[src/rtl/cpu_ctrl_pkg.sv]
// Shared constants and types for the hardwired CPU control unit:
// opcodes, ALU function codes, sequencer modes and instruction classes.
package cpu_ctrl_pkg;

   localparam int STEP_W = 4;

   localparam logic [4:0] OP_LD   = 5'b00000;
   localparam logic [4:0] OP_LDI  = 5'b00001;
   localparam logic [4:0] OP_ST   = 5'b00010;
   localparam logic [4:0] OP_ADD  = 5'b00011;
   localparam logic [4:0] OP_SUB  = 5'b00100;
   localparam logic [4:0] OP_AND  = 5'b00101;
   localparam logic [4:0] OP_OR   = 5'b00110;
   localparam logic [4:0] OP_ROR  = 5'b00111;
   localparam logic [4:0] OP_ROL  = 5'b01000;
   localparam logic [4:0] OP_SHR  = 5'b01001;
   localparam logic [4:0] OP_SHRA = 5'b01010;
   localparam logic [4:0] OP_SHL  = 5'b01011;
   localparam logic [4:0] OP_ADDI = 5'b01100;
   localparam logic [4:0] OP_ANDI = 5'b01101;
   localparam logic [4:0] OP_ORI  = 5'b01110;
   localparam logic [4:0] OP_DIV  = 5'b01111;
   localparam logic [4:0] OP_MUL  = 5'b10000;
   localparam logic [4:0] OP_NEG  = 5'b10001;
   localparam logic [4:0] OP_NOT  = 5'b10010;
   localparam logic [4:0] OP_BR   = 5'b10011;
   localparam logic [4:0] OP_JR   = 5'b10101;
   localparam logic [4:0] OP_IN   = 5'b10110;
   localparam logic [4:0] OP_OUT  = 5'b10111;
   localparam logic [4:0] OP_MFHI = 5'b11000;
   localparam logic [4:0] OP_MFLO = 5'b11001;
   localparam logic [4:0] OP_NOP  = 5'b11010;
   localparam logic [4:0] OP_HALT = 5'b11011;

   localparam logic [3:0] ALU_ADD  = 4'd0;
   localparam logic [3:0] ALU_SUB  = 4'd1;
   localparam logic [3:0] ALU_AND  = 4'd2;
   localparam logic [3:0] ALU_OR   = 4'd3;
   localparam logic [3:0] ALU_ROR  = 4'd4;
   localparam logic [3:0] ALU_ROL  = 4'd5;
   localparam logic [3:0] ALU_SHR  = 4'd6;
   localparam logic [3:0] ALU_SHRA = 4'd7;
   localparam logic [3:0] ALU_SHL  = 4'd8;
   localparam logic [3:0] ALU_MUL  = 4'd9;
   localparam logic [3:0] ALU_DIV  = 4'd10;
   localparam logic [3:0] ALU_NEG  = 4'd11;
   localparam logic [3:0] ALU_NOT  = 4'd12;
   localparam logic [3:0] ALU_INC  = 4'd13;

   localparam logic [STEP_W-1:0] T0 = 4'd0;
   localparam logic [STEP_W-1:0] T1 = 4'd1;
   localparam logic [STEP_W-1:0] T2 = 4'd2;
   localparam logic [STEP_W-1:0] T3 = 4'd3;
   localparam logic [STEP_W-1:0] T4 = 4'd4;
   localparam logic [STEP_W-1:0] T5 = 4'd5;
   localparam logic [STEP_W-1:0] T6 = 4'd6;
   localparam logic [STEP_W-1:0] T7 = 4'd7;
   localparam logic [STEP_W-1:0] T8 = 4'd8;
   localparam logic [STEP_W-1:0] T9 = 4'd9;

   typedef enum logic [1:0] {MODE_RESET, MODE_RUN, MODE_HALT} mode_t;

   typedef enum logic [3:0] {
      CLS_RALU, CLS_IALU, CLS_UNARY, CLS_MULDIV, CLS_LD, CLS_LDI, CLS_ST, CLS_BR,
      CLS_JR, CLS_IN, CLS_OUT, CLS_MFHI, CLS_MFLO, CLS_NOP, CLS_HALT
   } iclass_t;

endpackage

[src/rtl/control_decode.sv]
// Combinational opcode decoder: maps IR[31:27] to an instruction class
// and the ALU function that class uses during execute.
module control_decode
   import cpu_ctrl_pkg::*;
(
   input  logic [4:0] opcode,
   output iclass_t    iclass,
   output logic [3:0] alu_op
);

   always_comb begin
      iclass = CLS_NOP;
      alu_op = ALU_ADD;
      case (opcode)
         OP_ADD:  begin iclass = CLS_RALU;   alu_op = ALU_ADD;  end
         OP_SUB:  begin iclass = CLS_RALU;   alu_op = ALU_SUB;  end
         OP_AND:  begin iclass = CLS_RALU;   alu_op = ALU_AND;  end
         OP_OR:   begin iclass = CLS_RALU;   alu_op = ALU_OR;   end
         OP_ROR:  begin iclass = CLS_RALU;   alu_op = ALU_ROR;  end
         OP_ROL:  begin iclass = CLS_RALU;   alu_op = ALU_ROL;  end
         OP_SHR:  begin iclass = CLS_RALU;   alu_op = ALU_SHR;  end
         OP_SHRA: begin iclass = CLS_RALU;   alu_op = ALU_SHRA; end
         OP_SHL:  begin iclass = CLS_RALU;   alu_op = ALU_SHL;  end
         OP_ADDI: begin iclass = CLS_IALU;   alu_op = ALU_ADD;  end
         OP_ANDI: begin iclass = CLS_IALU;   alu_op = ALU_AND;  end
         OP_ORI:  begin iclass = CLS_IALU;   alu_op = ALU_OR;   end
         OP_NEG:  begin iclass = CLS_UNARY;  alu_op = ALU_NEG;  end
         OP_NOT:  begin iclass = CLS_UNARY;  alu_op = ALU_NOT;  end
         OP_MUL:  begin iclass = CLS_MULDIV; alu_op = ALU_MUL;  end
         OP_DIV:  begin iclass = CLS_MULDIV; alu_op = ALU_DIV;  end
         OP_LD:   iclass = CLS_LD;
         OP_LDI:  iclass = CLS_LDI;
         OP_ST:   iclass = CLS_ST;
         OP_BR:   iclass = CLS_BR;
         OP_JR:   iclass = CLS_JR;
         OP_IN:   iclass = CLS_IN;
         OP_OUT:  iclass = CLS_OUT;
         OP_MFHI: iclass = CLS_MFHI;
         OP_MFLO: iclass = CLS_MFLO;
         OP_HALT: iclass = CLS_HALT;
         default: iclass = CLS_NOP;
      endcase
   end

endmodule

[src/rtl/control_sequencer.sv]
// Hardwired fetch/execute sequencer: a {mode, step} register walks each
// instruction, and every datapath control is decoded from that state.
module control_sequencer
   import cpu_ctrl_pkg::*;
(
   input  logic        Clock,
   input  logic        Clear,
   input  logic [31:0] IR,
   input  logic        CON,
   input  logic        Stop,
   output logic        Run,
   output logic        PCout,
   output logic        IncPC,
   output logic        PCin,
   output logic        IRin,
   output logic        Yin,
   output logic        MARin,
   output logic        MDRin,
   output logic        MDRout,
   output logic        Read,
   output logic        wren,
   output logic        HIin,
   output logic        HIout,
   output logic        LOin,
   output logic        LOout,
   output logic        Zhighin,
   output logic        Zlowin,
   output logic        Zhighout,
   output logic        Zlowout,
   output logic        Cout,
   output logic        InPortout,
   output logic        outPortEnable,
   output logic        Gra,
   output logic        Grb,
   output logic        Grc,
   output logic        Rin,
   output logic        Rout,
   output logic        BAout,
   output logic        conInput,
   output logic        IRout,
   output logic [3:0]  ctrl
);

   mode_t             mode;
   logic [STEP_W-1:0] step;
   logic [STEP_W-1:0] last_step;
   iclass_t           iclass;
   logic [3:0]        alu_op;
   logic              unused_ir;

   assign unused_ir = ^IR[26:0];

   control_decode u_decode (
      .opcode (IR[31:27]),
      .iclass (iclass),
      .alu_op (alu_op)
   );

   // Final step of each class; nop and halt end right after the fetch.
   always_comb begin
      last_step = T3;
      case (iclass)
         CLS_RALU, CLS_IALU, CLS_LDI:             last_step = T6;
         CLS_UNARY:                               last_step = T5;
         CLS_MULDIV, CLS_BR:                      last_step = T7;
         CLS_LD:                                  last_step = T9;
         CLS_ST:                                  last_step = T8;
         CLS_JR, CLS_IN, CLS_OUT, CLS_MFHI, CLS_MFLO: last_step = T4;
         default:                                 last_step = T3;
      endcase
   end

   always_ff @(posedge Clock) begin
      if (Clear) begin
         mode <= MODE_RESET;
         step <= T0;
      end else begin
         case (mode)
            MODE_RESET: begin
               mode <= MODE_RUN;
               step <= T0;
            end
            MODE_RUN: begin
               if (step == last_step) begin
                  step <= T0;
                  if (Stop || iclass == CLS_HALT) mode <= MODE_HALT;
               end else begin
                  step <= step + 1'b1;
               end
            end
            default: begin
               mode <= MODE_HALT;
               step <= T0;
            end
         endcase
      end
   end

   assign Run = (mode == MODE_RUN);

   always_comb begin
      PCout = 1'b0; IncPC = 1'b0; PCin = 1'b0; IRin = 1'b0; Yin = 1'b0;
      MARin = 1'b0; MDRin = 1'b0; MDRout = 1'b0; Read = 1'b0; wren = 1'b0;
      HIin = 1'b0; HIout = 1'b0; LOin = 1'b0; LOout = 1'b0;
      Zhighin = 1'b0; Zlowin = 1'b0; Zhighout = 1'b0; Zlowout = 1'b0;
      Cout = 1'b0; InPortout = 1'b0; outPortEnable = 1'b0;
      Gra = 1'b0; Grb = 1'b0; Grc = 1'b0; Rin = 1'b0; Rout = 1'b0;
      BAout = 1'b0; conInput = 1'b0; IRout = 1'b0;
      ctrl = ALU_ADD;
      if (mode == MODE_RUN) begin
         case (step)
            T0: begin PCout = 1'b1; MARin = 1'b1; IncPC = 1'b1; ctrl = ALU_INC; Zlowin = 1'b1; end
            T1: begin Zlowout = 1'b1; PCin = 1'b1; Read = 1'b1; end
            T2: begin Read = 1'b1; MDRin = 1'b1; end
            T3: begin MDRout = 1'b1; IRin = 1'b1; end
            default: begin
               case (iclass)
                  CLS_RALU, CLS_IALU: begin
                     case (step)
                        T4: begin Grb = 1'b1; Rout = 1'b1; Yin = 1'b1; end
                        T5: begin
                           if (iclass == CLS_IALU) begin
                              Cout = 1'b1;
                           end else begin
                              Grc = 1'b1; Rout = 1'b1;
                           end
                           ctrl = alu_op; Zlowin = 1'b1;
                        end
                        T6: begin Zlowout = 1'b1; Gra = 1'b1; Rin = 1'b1; end
                        default: ;
                     endcase
                  end
                  CLS_UNARY: begin
                     case (step)
                        T4: begin Grb = 1'b1; Rout = 1'b1; ctrl = alu_op; Zlowin = 1'b1; end
                        T5: begin Zlowout = 1'b1; Gra = 1'b1; Rin = 1'b1; end
                        default: ;
                     endcase
                  end
                  CLS_MULDIV: begin
                     case (step)
                        T4: begin Gra = 1'b1; Rout = 1'b1; Yin = 1'b1; end
                        T5: begin Grb = 1'b1; Rout = 1'b1; ctrl = alu_op; Zhighin = 1'b1; Zlowin = 1'b1; end
                        T6: begin Zlowout = 1'b1; LOin = 1'b1; end
                        T7: begin Zhighout = 1'b1; HIin = 1'b1; end
                        default: ;
                     endcase
                  end
                  // ld/ldi/st share the base+offset address calculation.
                  CLS_LD, CLS_LDI, CLS_ST: begin
                     case (step)
                        T4: begin Grb = 1'b1; BAout = 1'b1; Yin = 1'b1; end
                        T5: begin Cout = 1'b1; Zlowin = 1'b1; end
                        T6: begin
                           Zlowout = 1'b1;
                           if (iclass == CLS_LDI) begin
                              Gra = 1'b1; Rin = 1'b1;
                           end else begin
                              MARin = 1'b1;
                           end
                        end
                        T7: begin
                           if (iclass == CLS_LD) Read = 1'b1;
                           if (iclass == CLS_ST) begin Gra = 1'b1; Rout = 1'b1; MDRin = 1'b1; end
                        end
                        T8: begin
                           if (iclass == CLS_LD) begin Read = 1'b1; MDRin = 1'b1; end
                           if (iclass == CLS_ST) wren = 1'b1;
                        end
                        T9: if (iclass == CLS_LD) begin MDRout = 1'b1; Gra = 1'b1; Rin = 1'b1; end
                        default: ;
                     endcase
                  end
                  CLS_BR: begin
                     case (step)
                        T4: begin Gra = 1'b1; Rout = 1'b1; conInput = 1'b1; end
                        T5: begin PCout = 1'b1; Yin = 1'b1; end
                        T6: begin Cout = 1'b1; Zlowin = 1'b1; end
                        T7: begin Zlowout = 1'b1; PCin = CON; end
                        default: ;
                     endcase
                  end
                  CLS_JR:   if (step == T4) begin Gra = 1'b1; Rout = 1'b1; PCin = 1'b1; end
                  CLS_IN:   if (step == T4) begin InPortout = 1'b1; Gra = 1'b1; Rin = 1'b1; end
                  CLS_OUT:  if (step == T4) begin Gra = 1'b1; Rout = 1'b1; outPortEnable = 1'b1; end
                  CLS_MFHI: if (step == T4) begin HIout = 1'b1; Gra = 1'b1; Rin = 1'b1; end
                  CLS_MFLO: if (step == T4) begin LOout = 1'b1; Gra = 1'b1; Rin = 1'b1; end
                  default: ;
               endcase
            end
         endcase
      end
   end

endmodule

[config.mk]
export PLATFORM = sky130hd
export DESIGN_NAME = control_sequencer
export DESIGN_NICKNAME = d
export VERILOG_FILES = /design/src/rtl/cpu_ctrl_pkg.sv /design/src/rtl/control_decode.sv /design/src/rtl/control_sequencer.sv
export SDC_FILE = /design/constraint.sdc
export NUM_CORES = 1
export LEC_CHECK = 0
export ABC_AREA = 0
export ABC_CLOCK_PERIOD_IN_PS = 5600
export BUFFER_PORTS_ARGS = -buffer_cell sky130_fd_sc_hd__clkbuf_2
export CORE_MARGIN = 2
export CORE_UTILIZATION = 45
export DETAILED_ROUTE_END_ITERATION = 8
export MAX_ROUTING_LAYER = met4
export PLACE_DENSITY = 0.81
export SLEW_MARGIN = 20
export SYNTH_ARGS = -nofsm -noshare
export SYNTH_HDL_FRONTEND = slang
export SYNTH_SLANG_ARGS = --single-unit
[constraint.sdc]
create_clock -name Clock -period 5.6 [get_ports Clock]
set_input_delay 1.4 -clock Clock [delete_from_list [all_inputs] [get_ports Clock]]
set_output_delay 1.4 -clock Clock [all_outputs]
set_load 0.05 [all_outputs]
**After elaboration in Yosys (flattened, before gate mapping)**

Memory sizes are Yosys's and may differ from the RTL's.
Index checks and enable logic that the tools add are counted.

- Input bits: 36
- Bits in latches: 0
- Logic and storage cells: 198
- Memory bits (read-only): 64
- Register bits: 6
- Memories: 1
- RAM bits: 0
- Output and inout port bits: 34

- Add/subtract/negate cells: 1
- $mul: 0
- Muxes and demuxes: 112
- Equality and inequality tests: 51
- Bitwise logic cells: 1
- Divide/modulo/power cells: 0
- Reductions and logical operators: 30
- Magnitude comparators: 0
- Shifts and indexed selects: 0

Memories:

| memory | words | bits a word | read ports | clocked after memory_dff | wr ports | line | text |
|---|---|---|---|---|---|---|---|
| (no name shown) | 16 | 4 | 1 | 0 | 0 | control_sequencer.sv:62 | `case (iclass)` |

Operator list:

| operator | number |
|---|---|
| $mux 1 | 81 |
| $pmux 4 s14 | 1 |
| $eq 5x5->1 const B | 10 |
| $pmux 4 s12 | 1 |
| $eq 5x4->1 const B | 8 |
| $eq 4x3->1 const B | 8 |
| $eq 4x4->1 const B | 8 |
| $pmux 1 s2 | 14 |
| $reduce_or 3->1 | 9 |
| $eq 5x3->1 const B | 4 |
| $reduce_or 2->1 | 9 |
| $eq 4x2->1 const B | 4 |
| $pmux 4 s2 | 2 |
| $mux 4 | 3 |
| $pmux 1 s3 | 4 |
| $pmux 1 s4 | 3 |
| $reduce_or 6->1 | 2 |
| $eq 5x2->1 const B | 2 |
| $reduce_or 9->1 | 1 |
| $eq 4x1->1 const B | 2 |
| $logic_not 4->1 | 2 |
| $reduce_or 4->1 | 2 |
| $reduce_or 7->1 | 1 |
| $eq 5x1->1 const B | 1 |
| 11 further kinds | 13 |

**Logic depth before layout (Yosys ltp)**

Gate-level depths: netlist of the first run.

- Depth after elaboration: 9
- Depth in mapped cells: 15
- Depth with buffers taken out: 11

**By module**

From an unflattened synthesis of the first run, not the netlist that was laid out.

- Cell total of the unflattened synthesis: 223
- Area total of the unflattened synthesis: 1456.4 um^2

Modules (own cells, without submodules):

| module | sequential area each (um^2) | times used | cells each | area an instance (um^2) |
|---|---|---|---|---|
| control_sequencer | 120.1 | 1 | 179 | 1187.4 |
| control_decode | 0.0 | 1 | 44 | 269.0 |

**Worst setup path before layout of the first run**

No wires, ideal clock.

- Path kind: input -> output
- From: in IR[31]
- To: out wren
- Data arrival time: 4.470 ns
- Slack: -0.270 ns
- Required time: 4.200 ns
- Path buffers: 4
- Stages on the path: 12
- Cell sequence: buf_4 > buf_2 > buf_2 > nand2_1 > o21ai_0 > a22oi_1 > o22a_1 > inv_1 > ha_1 > clkbuf_1 > nand4_1 > nor4_1

- Cells in the longest elaborated chain, start to end: 9
- Elaborated cells on any way between the ends: 40
- Classes of those cells: 28 x eq/ne; 6 x mux; 6 x reduce/logical

RTL lines:

| what | line | text |
|---|---|---|
| start, declared | control_sequencer.sv:8 | `input logic [31:0] IR,` |
| $eq 5x2->1 (tied with other cells) | control_decode.sv:14 | `case (opcode)` |
| $reduce_or 9->1 (no line) (tied with other cells) | -- |  |
| $pmux 4 s14 * | control_decode.sv:14 |  |
| $eq 4x3->1 | control_sequencer.sv:117, control_sequencer.sv:168 |  |
| $mux 1 | control_sequencer.sv:168 | `if (iclass == CLS_ST) wren = 1'b1;` |
| $mux 1 | control_sequencer.sv:151 | `case (step)` |
| $mux 1 * | control_sequencer.sv:117 | `case (iclass)` |
| $mux 1 * | control_sequencer.sv:111 | `case (step)` |
| $mux 1 * | control_sequencer.sv:110 | `if (mode == MODE_RUN) begin` |
| end, declared | control_sequencer.sv:21 | `output logic wren,` |

Every way passes the cells marked *; elsewhere a longest branch is shown, timed or not.

**Worst setup path in the final report of the first run**

- From: in IR[30]
- To: out Gra

- Cells in the longest elaborated chain, start to end: 9
- Elaborated cells on any way between the ends: 54
- Classes of those cells: 37 x eq/ne; 8 x mux; 9 x reduce/logical

RTL lines:

| what | line | text |
|---|---|---|
| $eq 5x2->1 (tied with other cells) | control_decode.sv:14 |  |
| $reduce_or 9->1 (no line) (tied with other cells) | -- |  |
| $pmux 4 s14 * | control_decode.sv:14 |  |
| $eq 4x3->1, on equally long branches | -- |  |
| $mux 1, on equally long branches | control_sequencer.sv:170, control_sequencer.sv:156, control_sequencer.sv:164 |  |
| $pmux 1 s3 | control_sequencer.sv:151 |  |
| $pmux 1 s4 * | control_sequencer.sv:117 |  |
| $mux 1 * | control_sequencer.sv:111 |  |
| $mux 1 * | control_sequencer.sv:110 |  |
| end, declared | control_sequencer.sv:33 | `output logic Gra,` |

Marks and branches as above.

==> flow_metrics.env, run 1 <==
export IMPL_cts_buffers=3
export IMPL_synth_cell_types=58
export IMPL_cts_tree="built"
export IMPL_busiest_layer="met2"
export IMPL_insertion_delay_ps=240
export IMPL_grt_pass1_vias=1770
export IMPL_r2r_start="mode[1]"
export IMPL_final_core_util=0.554
export IMPL_critPathCaptureType="output port"
export IMPL_cp_start_kind="input port"
export IMPL_drv_cap=0
export IMPL_skew_ps=1.66
export IMPL_setup_viol=0
export IMPL_first_pass_iters=4
export IMPL_p_leak_nw=0.808
export IMPL_clk_pin_slew_worst_paths_ps=40
export IMPL_grt_use_met1=0.310
export IMPL_min_path_type="flip-flop to flip-flop"
export IMPL_synthSimpleGateAreaFrac=0.337
export IMPL_area_growth_pct=16.5
export IMPL_min_from="mode[1]"
export IMPL_critical_path_buf_inv_count=4
export IMPL_ctsHoldBuffers=0
export IMPL_power_density_nw_per_um2=127
export IMPL_synth_compound_area_frac=0.336
export IMPL_n_antenna_cell=0
export IMPL_drtAntennaViolNets=0
export IMPL_path_class="input port to output port"
export IMPL_cpMaxStageDelayCell="or2_2"
export IMPL_synth_edf_count=0
export IMPL_worst_ep_required_time_ps=4200
export IMPL_crit_chain="clkbuf_2 > or2_2 > a21oi_1 > a22oi_1 > o21ai_1 > inv_1 > ha_1 > buf_4 > o21ai_0 > nand2_1 > a32o_1 > a21oi_1 > a31oi_1 > clkbuf_2"
export IMPL_dr_first_iter_drc_count=198
export IMPL_avgRoutedWirePerCell_um=14.6
export IMPL_rsz0062_at_grt="no"
export IMPL_netlist_instances=242
export IMPL_finalCritPeriodShare=0.962
export IMPL_period_needed_ps=5390
export IMPL_die_h_um=63.6
export IMPL_critPathTopFamily="compound AO/OA/AOI/OAI gates"
export IMPL_synthAdderAreaFrac=0.0704
export IMPL_gp_congestion=0.942
export IMPL_use_met3=0.0357
export IMPL_drv_slew=0
export IMPL_final_hold_violation_count=0
export IMPL_fin_area_um2=1860
export IMPL_r2r_cells=3
export IMPL_cts_setup_buffers=0
export IMPL_holdPathEnd="mode[0]"
export IMPL_cts_resized=0
export IMPL_grt_start_max_net_pins=22
export IMPL_final_nets=322
export IMPL_whs_path_depth=2
export IMPL_fillers=364
export IMPL_num_vias=1922
export IMPL_io_pin_count=70
export IMPL_dp_hpwl_um=3560
export IMPL_synth_top_family_by_area="simple AND/OR/NAND/NOR gates"
export IMPL_synthMuxAreaShare=0.0125
export IMPL_run_status="completed"
export IMPL_ys_ff_latch=6
export IMPL_antenna_found_initial=0
export IMPL_cp_max_fo=7
export IMPL_synth_xor_area_frac=0.0485
export IMPL_synth_nets=287
export IMPL_synthArstFlopShare=0
export IMPL_ff2ff_setup_slack_ps=4050
export IMPL_syn_area_per_cell_um2=6.61
export IMPL_irDropWorstVdd_mv=0.112
export IMPL_relSlewSlack=0.540
export IMPL_path_depth=14
export IMPL_tns_ps=0
export IMPL_grt_remaining_overflow=0
export IMPL_ys_flop_type="dfxtp_1"
export IMPL_netlist_area_um2=1600
export IMPL_yosysWarnings=0
export IMPL_grt_pass1_wl_um=7870
export IMPL_rows=21
export IMPL_vias_per_cell=5.99
export IMPL_max_slew_worst_pin_slew_ps=683
export IMPL_drcViolationCount=0
export IMPL_htree_levels=1
export IMPL_slowest_delay_ps=370
export IMPL_yosysSeqAreaShare=0.0751
export IMPL_wirelength_um=4700
export IMPL_track_usage=0.238
export IMPL_grtUsageMet2=0.383
export IMPL_crit_arrival_ps=3990
export IMPL_design_core_area_um2=3360
export IMPL_start_util=0.475
export IMPL_clock_sinks=6
export IMPL_r2r_end="step[3]"
export IMPL_place_area_um2=1840
export IMPL_max_freq_mhz=186
export IMPL_cts_root_buffer="clkbuf_4"
export IMPL_drive_above_1_share=0.258
export IMPL_port_buffers=41
export IMPL_dieArea_um2=4050
export IMPL_die_x_um=63.6
export IMPL_clk_path_buf_depth=2
## area by class of cell
class                      count  area [um2]  share of cell area
multi-input combinational    199        1320               0.710
inverter                      16        60.1              0.0322
timing repair buffer          51         280               0.150
tap                           46        57.6              0.0309
sequential                     6         120              0.0645
clock buffer                   3        22.5              0.0121
## sequential cells by signal (all words and copies together), names as in the netlist
name,count
step,4
mode,2
## power by group
group	total, mW	internal, mW	switching [mW]	leakage (nW)
Clock	0.0383	0.0241	0.0142	0.0138
Sequential	0.0465	0.0445	0.00202	0.0490
Combinational	0.152	0.0460	0.106	0.745
## placed cells by master, fill, tap and decap left out, drive strengths merged, types with 2 or more instances in the layout
cell type   n
a211oi      5
a21o        7
a21oi      18
a22oi       3
a311oi      4
a31oi       5
a32o        2
and2        4
and3        6
buf        10
clkbuf     44
dfxtp       6
ha          9
inv        16
mux2i       2
nand2      23
nand2b      8
nand3      10
nand3b      2
nand4       3
nor2       12
nor2b       5
nor3       10
nor3b       2
nor4        4
o21a        3
o21ai      21
o22ai       2
or2         3
xnor2       5
xor2        3
## cell families after synthesis
group,after synthesis
AO/OA/AOI/OAI,80
AND/OR/NAND/NOR,99
buffers and inverters,37
multiplexers,2
adder cells (fa/ha/maj),9
XOR/XNOR,8
other,1
flip-flops,6
## worst reg2reg max path: cells and delay by family (launching register included)
family | cells | cell delay (ps)
AND/OR/NAND/NOR | 2 | 900
AO/OA/AOI/OAI | 1 | 250
flip-flops | 1 | 310
## how the worst max path moves through the flow
stage | startpoint | slack [ps] | end
floorplan | IR[31] | 70 | Gra
global placement | IR[30] | 230 | ctrl[2]
detailed placement | IR[30] | 180 | ctrl[2]
CTS | IR[30] | 180 | ctrl[2]
global route | IR[30] | 9 | Gra
finish | IR[30] | 210 | Gra
## cells in the mapped netlist (5+ instances only)
library cell | count | area share
nand2b_1 | 8 | 0.031
buf_2 | 7 | 0.022
nor2_1 | 10 | 0.023
a31oi_1 | 5 | 0.020
nor3_1 | 10 | 0.031
clkbuf_1 | 6 | 0.014
inv_1 | 16 | 0.038
nand2_1 | 23 | 0.054
a21o_1 | 7 | 0.033
nor2b_1 | 5 | 0.020
o21ai_0 | 18 | 0.056
xnor2_1 | 5 | 0.027
a21oi_1 | 18 | 0.056
nand3_1 | 10 | 0.031
and3_1 | 5 | 0.020
dfxtp_1 | 6 | 0.075
ha_1 | 9 | 0.070
## per-layer routing
metal,vias up,part of all wire
li1,947,-
met4,0,0.016
met5,-,0
met2,76,0.47
met3,7,0.065
met1,892,0.45
## per-stage QoR
| stage | hold WS (ps) | instances | power, mW | worst slack [ps] |
|---|---|---|---|---|
| after global placement | 494 | 318 | 0.195 | 231 |
| after global routing | 559 | 321 | 0.255 | 9.00 |
| after CTS | 523 | 321 | 0.238 | 178 |
| final | 515 | 321 | 0.237 | 214 |
| after detailed placement | 516 | 318 | 0.197 | 185 |
| after floorplan | 477 | 242 | 0.164 | 65.7 |
Power figures use the tool's default switching activity.
==> inputs of run 2 (changes only) <==
--- a/config.mk
+++ b/config.mk
@@ -6,13 +6,13 @@
 export NUM_CORES = 1
 export LEC_CHECK = 0
 export ABC_AREA = 0
-export ABC_CLOCK_PERIOD_IN_PS = 5600
+export ABC_CLOCK_PERIOD_IN_PS = 4600
 export BUFFER_PORTS_ARGS = -buffer_cell sky130_fd_sc_hd__clkbuf_2
 export CORE_MARGIN = 2
-export CORE_UTILIZATION = 45
+export CORE_UTILIZATION = 44
 export DETAILED_ROUTE_END_ITERATION = 8
 export MAX_ROUTING_LAYER = met4
-export PLACE_DENSITY = 0.81
+export PLACE_DENSITY = 0.82
 export SLEW_MARGIN = 20
 export SYNTH_ARGS = -nofsm -noshare
 export SYNTH_HDL_FRONTEND = slang
==> constraint.sdc (replaced) <==
create_clock -name Clock -period 4.6 [get_ports Clock]
set_input_delay 1.15 -clock Clock [delete_from_list [all_inputs] [get_ports Clock]]
set_output_delay 1.15 -clock Clock [all_outputs]
set_load 0.05 [all_outputs]
==> flow_metrics.env, run 2 (same netlist as run 1, synthesis figures left out) <==
export IMPL_run_status="completed"
export IMPL_io_pin_count=70
export IMPL_cts_buffers=3
export IMPL_avgRoutedWirePerCell_um=15.3
export IMPL_n_antenna_cell=0
export IMPL_grt_pass1_vias=1835
export IMPL_cp_start_kind="input port"
export IMPL_htree_levels=1
export IMPL_ctsHoldBuffers=0
export IMPL_holdPathEnd="mode[0]"
export IMPL_final_cells=353
export IMPL_skew_ps=5.92
export IMPL_grt_pass1_wl_um=8450
export IMPL_reg_top3="step (4), mode (2)"
export IMPL_finalCritPeriodShare=0.985
export IMPL_irDropWorstVdd_mv=0.196
export IMPL_critPathCaptureType="output port"
export IMPL_drv_slew=0
export IMPL_dp_cells=346
export IMPL_gp_congestion=0.925
export IMPL_antenna_found_initial=0
export IMPL_crit_chain="buf_2 > a211oi_4 > a21oi_1 > a22oi_1 > o21ai_1 > buf_4 > ha_4 > buf_4 > buf_4 > or4_4 > a21oi_4 > buf_8"
export IMPL_cts_root_buffer="clkbuf_4"
export IMPL_fillers=279
export IMPL_final_nets=354
export IMPL_cp_max_fo=6
export IMPL_period_needed_ps=4530
export IMPL_place_area_um2=2180
export IMPL_whs_path_depth=2
export IMPL_first_pass_iters=6
export IMPL_min_from="mode[1]"
export IMPL_fin_area_um2=2350
export IMPL_min_path_type="flip-flop to flip-flop"
export IMPL_clk_path_buf_depth=2
export IMPL_grt_start_max_net_pins=23
export IMPL_dieArea_um2=4130
export IMPL_r2r_cells=3
export IMPL_p_leak_nw=0.991
export IMPL_die_x_um=64.3
export IMPL_final_hold_violation_count=0
export IMPL_port_buffers=41
export IMPL_startpoint="IR[30]"
export IMPL_drv_cap=0
export IMPL_power_density_nw_per_um2=150
export IMPL_design_core_area_um2=3420
export IMPL_cts_tree="built"
export IMPL_area_growth_pct=46.9
export IMPL_clock_sinks=6
export IMPL_vias_per_cell=5.98
export IMPL_final_cell_mix="buf_4 (43), clkbuf_2 (26), nand2_1 (23)"
export IMPL_clk_pin_slew_worst_paths_ps=40
export IMPL_drcViolationCount=0
export IMPL_largest_reg_flops=4
export IMPL_dr_first_iter_drc_count=202
export IMPL_crit_top_cell="buf_4"
export IMPL_wirelength_um=5390
export IMPL_r2r_start="mode[1]"
export IMPL_worst_ep_required_time_ps=3450
export IMPL_crit_arrival_ps=3380
export IMPL_path_class="input port to output port"
export IMPL_rows=21
export IMPL_die_h_um=64.3
export IMPL_insertion_delay_ps=240
export IMPL_relSlewSlack=0.441
export IMPL_largest_register="step"
export IMPL_cpMaxStageDelayCell="or4_4"
export IMPL_start_util=0.468
export IMPL_drtAntennaViolNets=0
export IMPL_ff2ff_setup_slack_ps=2940
export IMPL_grt_remaining_overflow=0
export IMPL_r2r_end="step[0]"
export IMPL_dp_hpwl_um=3950
export IMPL_max_freq_mhz=221
export IMPL_slowest_delay_ps=550
export IMPL_max_slew_worst_pin_slew_ps=838
export IMPL_num_vias=2110
export IMPL_setup_viol=0
export IMPL_layout_commonest_cell="buf_4"
export IMPL_drive_above_1_share=0.417
export IMPL_track_usage=0.256
[run 2: cell type report]
class | instances | area (um2) | area share
multi-input cells | 199 | 1480 | 0.630
repair buffers | 83 | 607 | 0.258
flip-flops and latches | 6 | 120 | 0.0511
inverters | 16 | 62.6 | 0.0266
well taps | 46 | 57.6 | 0.0245
clock buffers | 3 | 22.5 | 0.00959
[run 2: power by group]
| part | switching, mW | leakage [nW] | internal (mW) |
|---|---|---|---|
| logic | 0.149 | 0.928 | 0.0978 |
| registers | 0.00229 | 0.0490 | 0.0542 |
| clock network | 0.0181 | 0.0138 | 0.0294 |
[run 2: per-layer routing]
layer / global-route usage / up-vias / wire (um)
met3: 0.0282 / 16 / 441
li1: - / 1008 / -
met5: - / - / 0
met4: 0.0239 / 0 / 104
met1: 0.316 / 963 / 2210
met2: 0.465 / 123 / 2640
[run 2: worst max-delay path by stage]
stage                     endpoint  slack (ps)
after floorplan                Grc         -40
after global placement       MARin        -110
after detailed placement     MARin        -160
after CTS                      Yin           2
after global routing           Gra         -10
final                        MARin          70
[run 2: timing repair]
item,in CTS,in global routing
cloned,0,0
gates resized for setup,18,28
buffers inserted,0,4
endpoints found under the setup margin,11,18
pin swaps,1,8
[run 2: metrics by stage]
stage          TNS [ps]  power [mW]  worst slack [ps]   util  hold WS (ps)
5_1_grt           -20.4       0.371             -14.8  0.688           524
6_report              0       0.351              67.0  0.688           509
4_1_cts               0       0.332              1.80  0.661           508
2_1_floorplan     -72.0       0.207             -39.4      -           477
3_5_place_dp       -839       0.278              -162  0.639           501
3_3_place_gp       -484       0.274              -105  0.639           493
[run 2: worst max-delay path, delay by kind of cell]
family / cells / cell delay (ps)
AOI/OAI and AO/OA: 5 / 740
adders and majority gates: 1 / 170
buffers and inverters: 5 / 750
and+or+nand+nor: 1 / 550
==> inputs of run 3 (changes only) <==
--- a/config.mk
+++ b/config.mk
@@ -11,8 +11,10 @@
 export CORE_MARGIN = 2
 export CORE_UTILIZATION = 44
 export DETAILED_ROUTE_END_ITERATION = 8
+export GPL_TIMING_DRIVEN = 0
 export MAX_ROUTING_LAYER = met4
 export PLACE_DENSITY = 0.82
+export SETUP_SLACK_MARGIN = 0.1
 export SLEW_MARGIN = 20
 export SYNTH_ARGS = -nofsm -noshare
 export SYNTH_HDL_FRONTEND = slang
==> flow_metrics.env, run 3 (same netlist as run 1, synthesis figures left out) <==
export IMPL_run_status="finished, violations left"
export IMPL_violations="negative setup slack"
export IMPL_grt_pass1_wl_um=10700
export IMPL_track_usage=0.330
export IMPL_cts_root_buffer="clkbuf_4"
export IMPL_vias_per_cell=6.86
export IMPL_fin_area_um2=2870
export IMPL_largest_register="step"
export IMPL_reg_top3="step (4), mode (2)"
export IMPL_crit_chain="clkbuf_8 > buf_6 > buf_8 > nand2_4 > o21ai_4 > a22oi_2 > o22a_4 > ha_4 > buf_8 > o21ai_1 > o211ai_1 > buf_4 > nand2_4 > a211oi_4 > buf_8"
export IMPL_area_growth_pct=79.5
export IMPL_worst_ep_required_time_ps=3450
export IMPL_finalCritPeriodShare=1.03
export IMPL_grt_pass1_vias=2216
export IMPL_fillers=199
export IMPL_clock_sinks=6
export IMPL_drtAntennaViolNets=0
export IMPL_ff2ff_setup_slack_ps=2710
export IMPL_dr_first_iter_drc_count=337
export IMPL_num_vias=2572
export IMPL_rows=21
export IMPL_insertion_delay_ps=250
export IMPL_htree_levels=1
export IMPL_cp_max_fo=7
export IMPL_cts_tree="built"
export IMPL_r2r_start="step[3]"
export IMPL_cts_buffers=3
export IMPL_wirelength_um=8430
export IMPL_dp_hpwl_um=3940
export IMPL_port_buffers=40
export IMPL_max_freq_mhz=211
export IMPL_final_cell_mix="buf_4 (43), clkbuf_2 (19), nand2_1 (18)"
export IMPL_n_antenna_cell=0
export IMPL_dieArea_um2=4130
export IMPL_skew_ps=2.47
export IMPL_p_leak_nw=1.19
export IMPL_layout_commonest_cell="buf_4"
export IMPL_crit_top_cell="buf_8"
export IMPL_max_slew_worst_pin_slew_ps=1090
export IMPL_antenna_found_initial=0
export IMPL_start_util=0.468
export IMPL_crit_arrival_ps=3580
export IMPL_die_x_um=64.3
export IMPL_critPathTopFamily="compound AO/OA/AOI/OAI gates"
export IMPL_drive_above_1_share=0.523
export IMPL_first_pass_iters=6
export IMPL_slowest_delay_ps=280
export IMPL_cp_start_kind="input port"
export IMPL_avgRoutedWirePerCell_um=22.5
export IMPL_drv_cap=0
export IMPL_die_h_um=64.3
export IMPL_final_nets=376
export IMPL_critical_path_buf_inv_count=6
export IMPL_largest_reg_flops=4
export IMPL_critPathCaptureType="output port"
export IMPL_setup_viol=11
export IMPL_irDropWorstVdd_mv=0.141
export IMPL_clk_path_buf_depth=2
export IMPL_relSlewSlack=0.267
export IMPL_rsz0062_at_grt="yes"
export IMPL_place_area_um2=2070
export IMPL_path_class="input port to output port"
export IMPL_ctsHoldBuffers=0
export IMPL_min_from="mode[1]"
export IMPL_min_path_type="flip-flop to flip-flop"
export IMPL_drcViolationCount=0
export IMPL_grt_start_max_net_pins=11
export IMPL_gp_congestion=0.908
export IMPL_startpoint="IR[27]"
export IMPL_final_hold_violation_count=0
export IMPL_io_pin_count=70
export IMPL_power_density_nw_per_um2=152
export IMPL_drv_slew=0
export IMPL_design_core_area_um2=3420
export IMPL_clk_pin_slew_worst_paths_ps=50
export IMPL_p_total_mw=0.435
export IMPL_grt_remaining_overflow=0
export IMPL_worst_slack_ps=-130
export IMPL_period_needed_ps=4730
export IMPL_cpMaxStageDelayCell="a211oi_4"
run 3: final cells by class:
class / count / area [um2] / area share
Clock buffer: 3 / 22.5 / 0.00785
Timing Repair Buffer: 85 / 711 / 0.248
Tap cell: 46 / 57.6 / 0.0201
Multi-Input combinational cell: 199 / 1680 / 0.587
Inverter: 16 / 67.6 / 0.0235
Buffer: 20 / 208 / 0.0724
Sequential cell: 6 / 120 / 0.0418
run 3: through the flow:
step | instances | TNS, ps | hold WS [ps] | util | setup WS, ps
finish | 375 | -609 | 517 | 0.840 | -130
floorplan | 242 | 0 | 477 | - | 65.2
CTS | 361 | 0 | 520 | 0.748 | 65.0
global placement | 328 | -3640 | 506 | 0.605 | -371
global route | 375 | -798 | 548 | 0.840 | -149
detailed placement | 328 | -4090 | 510 | 0.605 | -396
run 3: worst reg2reg max path: cells and delay by family, from the launching register on:
| family | cells | cell delay, ps |
|---|---|---|
| simple gates | 1 | 430 |
| xor+xnor | 1 | 190 |
| flops | 1 | 390 |
| compound gates | 1 | 190 |
| buf+inv | 1 | 540 |
run 3: worst paths after layout:
check / endpoint / depth (start not counted)
min reg2reg: mode[0] / 2
min: mode[0] / 2
max reg2reg: step[1] / 4
max: Zlowout / 15
run 3: repair_timing:
| action | in CTS | in global routing |
|---|---|---|
| cloned | 0 | 1 |
| gates resized for setup | 63 | 60 |
| setup endpoints to repair | 21 | 20 |
| buffers inserted | 30 | 14 |
| pin swaps | 22 | 19 |
run 3: where the power goes:
group          internal [mW]  switching, mW  leakage (nW)
combinational          0.132          0.196          1.13
clock                 0.0297         0.0212        0.0138
sequential            0.0540        0.00258        0.0490
total                  0.215          0.220          1.19
run 3: per-layer routing:
layer  wire (um)  GRT usage  part of all wire  vias up
li1            -          -                 -     1049
met1        2820      0.388              0.33     1153
met2        3820      0.572              0.45      268
met3         927     0.0282              0.11      102
met4         860      0.146              0.10        0
met5           0          -                 0        -
